$ cat src/rtl/wb_regfile_slave.sv
// Wishbone B4 register-file slave.
// Configurable data and address width, register count and first-beat wait states.
// Writes are byte-lane masked, and unmapped offsets end the cycle with an error.
// Registered-feedback incrementing bursts are supported: linear, wrap4, wrap8 and wrap16.
//
// Ports:
//   wb_clk, wb_rst           clock; synchronous active-high reset
//   wb_adr_i                 byte address; word index = adr[LSB+IW-1:LSB]
//   wb_dat_i, wb_sel_i       write data and byte enables
//   wb_we_i                  1 = write, 0 = read
//   wb_cyc_i, wb_stb_i       bus cycle and strobe
//   wb_cti_i, wb_bte_i       cycle type (000 classic, 010 incr, 111 end) and burst type
//   wb_dat_o                 read data, valid while wb_ack_o is high
//   wb_ack_o, wb_err_o       normal and error termination
//   wb_rty_o                 retry, tied low
module wb_regfile_slave #(
    parameter int unsigned   DW          = 32,
    parameter int unsigned   AW          = 32,
    parameter int unsigned   NUM_REGS    = 16,
    parameter int unsigned   WAIT_STATES = 1,
    parameter logic [DW-1:0] RESET_VAL   = '0
) (
    input  logic          wb_clk,
    input  logic          wb_rst,
    input  logic [AW-1:0] wb_adr_i,
    input  logic [DW-1:0] wb_dat_i,
    input  logic [DW/8-1:0] wb_sel_i,
    input  logic          wb_we_i,
    input  logic          wb_cyc_i,
    input  logic          wb_stb_i,
    input  logic [2:0]    wb_cti_i,
    input  logic [1:0]    wb_bte_i,
    output logic [DW-1:0] wb_dat_o,
    output logic          wb_ack_o,
    output logic          wb_err_o,
    output logic          wb_rty_o
);
    localparam int unsigned SW  = DW / 8;
    localparam int unsigned LSB = (SW > 1) ? $clog2(SW) : 0;
    localparam int unsigned IW  = (NUM_REGS > 1) ? $clog2(NUM_REGS) : 1;

    typedef enum logic [1:0] {StIdle, StWait, StBeat, StBurst} state_e;

    state_e        state_q, state_d;
    logic [3:0]    cnt_q, cnt_d;
    logic [IW-1:0] idx_q, idx_d;
    logic          map_q, map_d;
    logic          ack_q, ack_d;
    logic          err_q, err_d;
    logic [DW-1:0] dat_q, dat_d;
    logic [DW-1:0] regs_q [NUM_REGS];
    logic [DW-1:0] regs_d [NUM_REGS];

    logic          req;
    logic [AW-1:0] adr_word;
    logic          adr_mapped;
    logic [IW:0]   wrap_mask, idx_inc, idx_nxt;
    logic          nxt_mapped;
    logic [3:0]    cnt_dec;
    logic          beat_go, beat_ok;
    logic [IW-1:0] beat_idx;

    assign req        = wb_cyc_i & wb_stb_i;
    // The whole word address is decoded, so aliases above the register file error out.
    assign adr_word   = wb_adr_i >> LSB;
    assign adr_mapped = 64'(adr_word) < 64'(NUM_REGS);

    // Wrapping bursts only advance the low log2(N) index bits; the rest are held.
    always_comb begin
        unique case (wb_bte_i)
            2'b01:   wrap_mask = (IW+1)'(5'h03);
            2'b10:   wrap_mask = (IW+1)'(5'h07);
            2'b11:   wrap_mask = (IW+1)'(5'h0f);
            default: wrap_mask = '1;
        endcase
    end

    assign idx_inc    = {1'b0, idx_q} + (IW+1)'(1);
    assign idx_nxt    = ({1'b0, idx_q} & ~wrap_mask) | (idx_inc & wrap_mask);
    assign nxt_mapped = 64'(idx_nxt) < 64'(NUM_REGS);
    assign cnt_dec    = cnt_q - 4'd1;

    always_comb begin
        state_d  = state_q;
        cnt_d    = cnt_q;
        idx_d    = idx_q;
        map_d    = map_q;
        ack_d    = 1'b0;
        err_d    = 1'b0;
        dat_d    = dat_q;
        regs_d   = regs_q;
        beat_go  = 1'b0;
        beat_ok  = 1'b0;
        beat_idx = idx_q;

        unique case (state_q)
            StIdle: begin
                if (req) begin
                    idx_d = wb_adr_i[LSB +: IW];
                    map_d = adr_mapped;
                    cnt_d = 4'(WAIT_STATES);
                    if (WAIT_STATES == 0) begin
                        state_d  = StBeat;
                        beat_go  = 1'b1;
                        beat_idx = wb_adr_i[LSB +: IW];
                        beat_ok  = adr_mapped;
                    end else begin
                        state_d = StWait;
                    end
                end
            end
            StWait: begin
                if (!wb_cyc_i) begin
                    state_d = StIdle;
                end else if (wb_stb_i) begin
                    // Hold the count while stb is low so ack never follows an idle strobe.
                    cnt_d = cnt_dec;
                    if (cnt_dec == 4'd0) begin
                        state_d = StBeat;
                        beat_go = 1'b1;
                        beat_ok = map_q;
                    end
                end
            end
            StBeat, StBurst: begin
                // Only an acked beat may continue; an error beat always ends the cycle.
                if (req && ack_q && wb_cti_i == 3'b010) begin
                    idx_d    = idx_nxt[IW-1:0];
                    beat_go  = 1'b1;
                    beat_idx = idx_nxt[IW-1:0];
                    beat_ok  = nxt_mapped;
                    state_d  = nxt_mapped ? StBurst : StBeat;
                end else begin
                    state_d = StIdle;
                end
            end
            default: state_d = StIdle;
        endcase

        // The edge that raises ack commits the write and registers the read data.
        if (beat_go) begin
            if (beat_ok) begin
                ack_d = 1'b1;
                dat_d = regs_q[beat_idx];
                if (wb_we_i) begin
                    for (int unsigned k = 0; k < SW; k++) begin
                        if (wb_sel_i[k]) begin
                            regs_d[beat_idx][8*k +: 8] = wb_dat_i[8*k +: 8];
                        end
                    end
                end
            end else begin
                err_d = 1'b1;
                dat_d = '0;
            end
        end
    end

    always_ff @(posedge wb_clk) begin
        if (wb_rst) begin
            state_q <= StIdle;
            cnt_q   <= '0;
            idx_q   <= '0;
            map_q   <= 1'b0;
            ack_q   <= 1'b0;
            err_q   <= 1'b0;
            dat_q   <= '0;
            for (int unsigned i = 0; i < NUM_REGS; i++) begin
                regs_q[i] <= RESET_VAL;
            end
        end else begin
            state_q <= state_d;
            cnt_q   <= cnt_d;
            idx_q   <= idx_d;
            map_q   <= map_d;
            ack_q   <= ack_d;
            err_q   <= err_d;
            dat_q   <= dat_d;
            regs_q  <= regs_d;
        end
    end

    assign wb_dat_o = dat_q;
    assign wb_ack_o = ack_q;
    assign wb_err_o = err_q;
    assign wb_rty_o = 1'b0;

endmodule

$ cat config.mk
export PLATFORM = sky130hd
export DESIGN_NAME = wb_regfile_slave
export DESIGN_NICKNAME = d
export VERILOG_FILES = /design/src/rtl/wb_regfile_slave.sv
export SDC_FILE = /design/constraint.sdc
export NUM_CORES = 1
export LEC_CHECK = 0
export CORE_ASPECT_RATIO = 0.6
export CORE_MARGIN = 5
export CORE_UTILIZATION = 56
export CTS_CLUSTER_SIZE = 30
export DETAILED_ROUTE_END_ITERATION = 8
export GPL_TIMING_DRIVEN = 1
export PLACE_DENSITY = 0.75
export SKIP_CTS_REPAIR_TIMING = 1
export SYNTH_ARGS = -nofsm -noshare
export SYNTH_HDL_FRONTEND = slang
export SYNTH_SLANG_ARGS = --single-unit
$ cat constraint.sdc
create_clock -name wb_clk -period 2.74 [get_ports wb_clk]
set_input_delay 0.548 -clock wb_clk [delete_from_list [all_inputs] [get_ports wb_clk]]
set_output_delay 0.548 -clock wb_clk [all_outputs]
set_load 0.005 [all_outputs]
======== Word-level counts from Yosys, hierarchy flattened ========
Cells that the tools add are included.
word-level totals
  bits in registers ....................... 557
operators by class
  muxes and demuxes ....................... 57
  $add $sub $neg .......................... 2
  magnitude comparators ................... 4
  bitwise logic cells ..................... 7
  reductions and logical operators ........ 14
  equal/unequal tests ..................... 12
operators with widths
  kind                   number
  $mux W512              13
  $bwmux W512            4
  $demux W32 S4          4
  $bmux W32 S4           1
  $mux W32               4
  $lt A30 B5 Y1 const B  1
  $mux W24               1
  $mux W4                6
  $mux W16               1
  $pmux W4 S2            2
  $pmux W5 S3            1
  $mux W1                11
  $mux W2                5
  $eq A2 B2 Y1 const B   4
  $mux W8                1
  $ne A2 B2 Y1 const B   3
  $ne A3 B3 Y1 const B   2
  $pmux W2 S3            1
  $reduce_and A3 Y1      2
  $add A4 B1 Y5 const B  1
  $and A4 B5 Y5          1
  $and A5 B5 Y5          1
  $ge A5 B5 Y1 const B   1
  $lt A5 B1 Y1 const B   1
  17 further kinds       24

======== Longest topological paths before layout ========
Gate-level depths: netlist (run 1).
  depth in word-level cells ............... 29
  depth in mapped cells ................... 12
  gate-level depth less buffers ........... 8

======== Worst setup path after synthesis (run 1) ========
No wires, ideal clock.
  kind .................................... input-to-reg
  start ................................... input port wb_bte_i[0]
  end ..................................... register regs_q[344] (netlist name)
  slack ................................... 0.012 ns
  arrival ................................. 2.600 ns
  stages on the path ...................... 10
  path buffers ............................ 2
  cell sequence ........................... inv_1 > ha_1 > and4b_1 > a31oi_1 > o22a_1 > buf_2 > buf_2 > nor4_4 > mux2i_1 > nor2_1
between the ends
  longest elaborated chain between the ends .. 26
  elaborated cells between the ends (all ways) .. 40
  those cells by class .................... order compare (3); eq/ne (3); mux (27); bitwise (5); reduce/logical (2)
RTL lines
  what                                                 RTL line  text
  start: declaration                                   32        input logic [1:0] wb_bte_i,
  $eq A2 B2 Y1 / $eq A2 B1 Y1 (equally long branches)  70        unique case (wb_bte_i)
  $pmux W5 S3 (*)                                      70
  $not A5 Y5                                           79        assign idx_nxt = ({1'b0, idx_q} & ~wrap_mask) | (idx_inc & wrap_mask);
  $and A4 B5 Y5                                        79
  $or A5 B5 Y5 (*)                                     79
  $mux W4                                              127       if (req && ack_q && wb_cti_i == 3'b010) begin
  $mux W4                                              96        unique case (state_q)
  $not A4 Y5 (implied by the code)                     148       regs_d[beat_idx][8*k +: 8] = wb_dat_i[8*k +: 8];
  [... 10 more ...]                                    -
  $mux W512                                            141       if (beat_go) begin
  $bwmux W512                                          148
  $mux W512                                            147       if (wb_sel_i[k]) begin
  $mux W512                                            145       if (wb_we_i) begin
  $mux W512                                            142       if (beat_ok) begin
  $mux W512                                            141
  $bwmux W512                                          148
  $mux W512                                            147
  end signal: assignment                               179       regs_q <= regs_d;
  end: declaration                                     51        logic [DW-1:0] regs_q [NUM_REGS];
Every way passes the cells marked *; elsewhere a longest branch is shown, timed or not. The select of a mux whose other input is x is not followed.
A chain may end at the register's enable or synchronous reset.

======== Worst setup path in the final report (run 1) ========
  start ................................... register cnt_q[1]
  end ..................................... register regs_q[354] (netlist name)
between the ends
  longest elaborated chain between the ends .. 7
  elaborated cells between the ends (all ways) .. 11
  those cells by class .................... add/sub (1); mux (8); reduce/logical (2)
RTL lines
  what                                    RTL line  text
  start: declaration                      45        logic [3:0] cnt_q, cnt_d;
  start signal: assignment                173       cnt_q <= cnt_d;
  $sub A4 B1 Y4 (*)                       81        assign cnt_dec = cnt_q - 4'd1;
  $logic_not A4 Y1 (*)                    118       if (cnt_dec == 4'd0) begin
  $mux W1                                 118
  $mux W1                                 115       end else if (wb_stb_i) begin
  $mux W1                                 113       if (!wb_cyc_i) begin
  $pmux W1 S2                             96
  $reduce_and A3 Y1 (no source line) (*)  -
Every way passes the cells marked *; elsewhere a longest branch is shown, timed or not.

==> results of run 1 <==
[per-layer routing]
metal  vias to the layer above  GRT usage  share of wire
met1                     12810     0.4366           0.42
met4                         0     0.1037          0.030
li1                      11130          -              -
met2                      1541     0.4946           0.45
met5                         -          0              0
met3                       249    0.06886           0.11
[worst max path at each step]
stage,slack (ns),from,endpoint,depth (start not counted)
5_1_grt,-0.06,cnt_q[0]$_SDFFE_PP0P_,regs_q[354]$_SDFFE_PP0P_,11
6_report,0.02,cnt_q[1]$_SDFFE_PP0P_,regs_q[354]$_SDFFE_PP0P_,11
4_1_cts,-0.21,wb_bte_i[0],regs_q[359]$_SDFFE_PP0P_,10
3_5_place_dp,-0.80,wb_bte_i[0],regs_q[359]$_SDFFE_PP0P_,10
2_1_floorplan,0.01,wb_bte_i[0],regs_q[344]$_SDFFE_PP0P_,10
3_3_place_gp,-0.74,wb_bte_i[0],regs_q[359]$_SDFFE_PP0P_,10
[metrics by stage]
step	instances	cell area, um^2	total power [W]	TNS [ns]	hold slack, ns
after global placement	3713	34080	0.009768	-282.77	0.4571
after floorplan	2923	30370	0.009172	0	0.4488
after global routing	3847	36530	0.01791	-0.5629	0.3548
after CTS	3807	35860	0.01743	-21.32	0.3315
after detailed placement	3713	34080	0.009806	-320.41	0.4629
final	3847	36530	0.01745	0	0.3699
[cells in the final DEF, fill, tap and decap left out, drive strengths merged, types with 14 or more instances in the layout]
cell | Yosys | final
a31oi | 41 | 41
mux2i | 490 | 490
mux4 | 178 | 178
a32oi | 32 | 32
nor3 | 52 | 52
dfxtp | 557 | 557
nor4 | 40 | 40
o22ai | 79 | 79
a2111oi | 27 | 27
and3 | 17 | 17
and2 | 16 | 16
mux2 | 18 | 18
clkdlybuf4s50 | 0 | 106
clkinv | 0 | 14
o21ai | 81 | 81
nand3b | 80 | 80
a211oi | 75 | 75
clkbuf | 176 | 71
buf | 112 | 286
nand2 | 120 | 120
nor2 | 278 | 278
a221oi | 18 | 18
a32o | 14 | 14
a22o | 18 | 18
nand2b | 329 | 329
[area by class of cell]
class,count,area [um^2],area share
multi-input combinational,2070,18150,0.4970
sequential,557,11160,0.3056
timing repair buffer,397,4488,0.1229
clock buffer,68,1453,0.03977
tap,714,893.4,0.02446
clock inverter,26,329.1,0.009009
inverter,10,37.54,0.001028
antenna,5,12.51,0.0003426
[power by group]
part / internal [W] / switching (W) / total [W]
logic: 0.000623 / 0.000965 / 0.00159
registers: 0.00810 / 0.0000107 / 0.00811
clock network: 0.00440 / 0.00336 / 0.00776
[cells by family (layout without fill, tap and decap cells)]
kind of cell | Yosys count | count (layout) | share of synthesized area
fa+ha+maj | 5 | 5 | 0.002060
xor+xnor | 3 | 3 | 0.0008654
flops | 557 | 557 | 0.3672
mux | 686 | 686 | 0.3002
buf+inv | 298 | 501 | 0.04252
other cells | 1 | 6 | 0.0001235
simple gates | 967 | 967 | 0.1879
compound gates | 406 | 408 | 0.09913
[flip-flops by register name, summed over array words and instances (netlist names)]
register,count
wb_ack_o,1
wb_dat_o,32
map_q,1
regs_q,512
wb_err_o,1
state_q,2
cnt_q,4
idx_q,4
==> flow_summary.ini, run 1 <==
[min_path]
hold_start = wb_rst
hold-path-cell-count = 2
hold_end = regs_q[377]$_SDFFE_PP0P_
hp-class = input port to flop

[drt]
dr.first_iter.drc_count = 3488
drc_errors = 0
avgRoutedWirePerCell_um = 25.50
ant_nets = 0
via_per_inst = 6.687
vias = 25720
wl_mm = 98.09
firstDrtPassIters = 6

[synthesis]
synth_warnings = 0
synth_ff_type = dfxtp_1
yosysUniqueCellTypes = 72
synth_seq_area_share = 0.3672
synth-async-reset-ratio = 0
synth_area_leader_cell = dfxtp_1
synth_edf_count = 0
yosysTopAreaCellShare = 0.3672
syn-num-nets = 3006
syn_avg_cell_area_um2 = 10.39
synth_most_common_cell = dfxtp_1
synth_common_cells = dfxtp_1 (557), mux2i_1 (490), nand2b_1 (329)
yosys-top-cells-area = dfxtp_1 (37%), mux2i_1 (16%), mux4_2 (13%)
ys_ff_latch = 557
syn_inst = 2923
netlist_area_um2 = 30370

[timing]
fmaxAchievable_mhz = 367.7
report.final.slew_viol_count = 0
period_share = 0.9926
tightest_slew_ns = 0.7506
clock_skew_ns = 0.01401
setup_viol = 0
max-slew-margin-rel = 0.4969
timing.final.ws_setup_ns = 0.02026
timing.final.hold_violations = 0
min_period_ns = 2.720

[clock_network]
cts_tree = yes
cts_sinks = 557
numCtsBuffers = 52
clk_pin_slew_ns = 0.07
cts_buffer_depth = 3
htree_num_levels = 2
clock_latency_ns = 0.59
root_buffer = clkbuf_16

[global_route]
grt_first_pass_wirelength_mm = 149.5
grt_pass1_vias = 25430
grtUsageTotal = 0.3148
grt_max_degree = 73
antenna_found_initial = 5
overflow = 0

[die]
fp.coreArea_um2 = 53920
die_width_um = 310.6
num_rows = 66
die_y_um = 190.4
initial_core_util = 0.5631
die-area_um2 = 59140
io_pins = 113

[worst_setup_path]
cp.arrival_ns = 3.18
worstPathCellList = inv_1 > ha_1 > xnor2_2 > nand4b_4 > buf_12 > o21a_4 > buf_4 > nor4_4 > buf_4 > mux2i_1 > nor2_1
timing.critical_path.buf_inv = 4
startpoint_type = flop
crit_path_end_kind = flop
rr_worst_depth = 11
cp_slowest_cell = dfxtp_2
r2r_slack_ns = 0.02
path_class = flop to flop
path_delay_family = buffers and inverters
timing.rr.end = regs_q[354]$_SDFFE_PP0P_
crit_top_cell = buf_4
critPathRequiredTime_ns = 3.20
worst-path-max-fanout = 10
slowest_delay_ns = 0.37
rr_startpoint = cnt_q[1]$_SDFFE_PP0P_

[final_layout]
drive_gt1_frac = 0.2145
area_growth_pct = 20.28
nNetsFinal = 3171
utilization = 0.6773
fillers = 3961

[outcome]
status = completed

[placed_design]
port_buffers = 109
routabilityCongestion = 0.8878
pre_cts_ws_ns = -0.8022
dp_hpwl_mm = 63.34

[flow_run]
maxCapViolations = 0

[pwr]
leakage_nw = 12.96
p_per_area_nw_per_um2 = 477.9
ir_drop_mv = 0.5268
(Power assumes the default switching activity.)
==> run 2: changes to the inputs <==
--- a/config.mk
+++ b/config.mk
@@ -8,6 +8,7 @@
 export CORE_ASPECT_RATIO = 0.6
 export CORE_MARGIN = 5
 export CORE_UTILIZATION = 56
+export CTS_CLUSTER_DIAMETER = 80
 export CTS_CLUSTER_SIZE = 30
 export DETAILED_ROUTE_END_ITERATION = 8
 export GPL_TIMING_DRIVEN = 1
==> run 2 against run 1 <==
Net effect: the run now ends with setup timing left; via count down 1.2%; utilization decreased by 2.3 points; clock skew rose by 0.0046 ns; largest power group unchanged.
==> flow_summary.ini, run 2 (synthesis gave the netlist of run 1 again) <==
[worst_setup_path]
worst-path-max-fanout = 16
crit_path_end_kind = flop
cp.arrival_ns = 3.21
startpoint_type = input port
path_class = input port to flop
critPathRequiredTime_ns = 3.20

[placed_design]
placed_area_um2 = 34080
port_buffers = 109
dp_hpwl_mm = 63.34
routabilityCongestion = 0.8878
dp.cells = 3713

[drt]
firstDrtPassIters = 6
vias = 25420
dr.first_iter.drc_count = 3428
ant_nets = 0
wl_mm = 96.07
via_per_inst = 6.740
drc_errors = 0
avgRoutedWirePerCell_um = 25.47

[global_route]
antenna_found_initial = 5
grtUsageTotal = 0.3063
grt_max_degree = 73
grt_first_pass_wirelength_mm = 146.1
grt_pass1_vias = 24960
overflow = 0

[final_layout]
largest_reg_flops = 512
postLayoutCellArea_um2 = 35310
utilization = 0.6548
area_growth_pct = 16.28
layout_commonest_cell = dfxtp_1
drive_gt1_frac = 0.1988
fin_cells = 3772
nNetsFinal = 3134
layout_common_cells = dfxtp_1 (553), mux2i_1 (488), nand2b_1 (328)
regMostFlops = regs_q

[timing]
report.final.slew_viol_count = 0
rsz0062_at_grt = true
max-slew-margin-rel = 0.4591
clock_skew_ns = 0.01866
setup_viol = 1
min_period_ns = 2.749
timing.final.ws_setup_ns = -0.008807
period_share = 1.003
timing.final.hold_violations = 0
hold_ws_ns = 0.3609
finalSetupTns_ns = -0.008807
tightest_slew_ns = 0.8069
fmaxAchievable_mhz = 363.8

[die]
die-area_um2 = 59140
num_rows = 66
initial_core_util = 0.5631
fp.coreArea_um2 = 53920
io_pins = 113
die_width_um = 310.6
die_y_um = 190.4

[pwr]
leakage_nw = 12.35
p_per_area_nw_per_um2 = 392.7
ir_drop_mv = 0.3794

[clock_network]
numCtsBuffers = 22
root_buffer = clkbuf_16
cts_buffer_depth = 3
htree_num_levels = 1
cts_sinks = 557
cts_tree = yes
clock_latency_ns = 0.59
clk_pin_slew_ns = 0.11

[outcome]
violations = setup timing
status = finished with violations

[min_path]
hp-class = input port to flop

[flow_run]
maxCapViolations = 0
[run 2: critical path, stage by stage]
cell             delay [ns]
clkdlybuf4s50_1        0.47
buf_4                  0.11
and2b_1                0.15
nand3_1                0.36
o21a_4                 0.44
buf_12                 0.18
or4_1                  0.55
buf_6                  0.19
nand3b_1               0.09
o21ai_0                0.09
[run 2: final timing paths]
path                                           startpoint                        end  slack (ns)  cells after the start
worst max register to register      cnt_q[0]$_SDFFE_PP0P_   regs_q[299]$_SDFFE_PP0P_        0.03                     10
worst max-delay path                             wb_cyc_i   regs_q[299]$_SDFFE_PP0P_      -0.009                     10
worst min-delay path                               wb_rst   regs_q[382]$_SDFFE_PP0P_        0.36                      2
worst min register to register  wb_dat_o[31]$_SDFFE_PP0P_  wb_dat_o[31]$_SDFFE_PP0P_        0.49                      1
[run 2: routing by layer]
layer	wire length, um	GRT usage
met3	10110	0.06061
met4	2718	0.09203
met2	42880	0.4831
met5	13	0
met1	40350	0.4312
[run 2: final cells by class]
type                       instances  area (um^2)
timing repair buffer             390         4437
clock buffer                      26        586.8
inverter                          10        37.54
multi-input combinational       2070        18170
sequential                       557        11160
antenna                            4        10.01
fill                            4113        18610
tap                              714        893.4
clock inverter                     1        16.27
[run 2: power by group]
| part | internal, W | leakage, nW | switching (W) |
|---|---|---|---|
| Sequential | 0.00810 | 4.49 | 0.0000111 |
| Combinational | 0.000621 | 7.57 | 0.000958 |
| Clock | 0.00155 | 0.294 | 0.00263 |
| Total | 0.0103 | 12.3 | 0.00360 |
[run 2: through the flow]
stage / worst slack, ns / power, W
4_1_cts: -0.1977 / 0.01384
2_1_floorplan: 0.01195 / 0.009172
5_1_grt: -0.03318 / 0.01426
6_report: -0.008807 / 0.01387
3_5_place_dp: -0.8022 / 0.009806
3_3_place_gp: -0.7374 / 0.009768
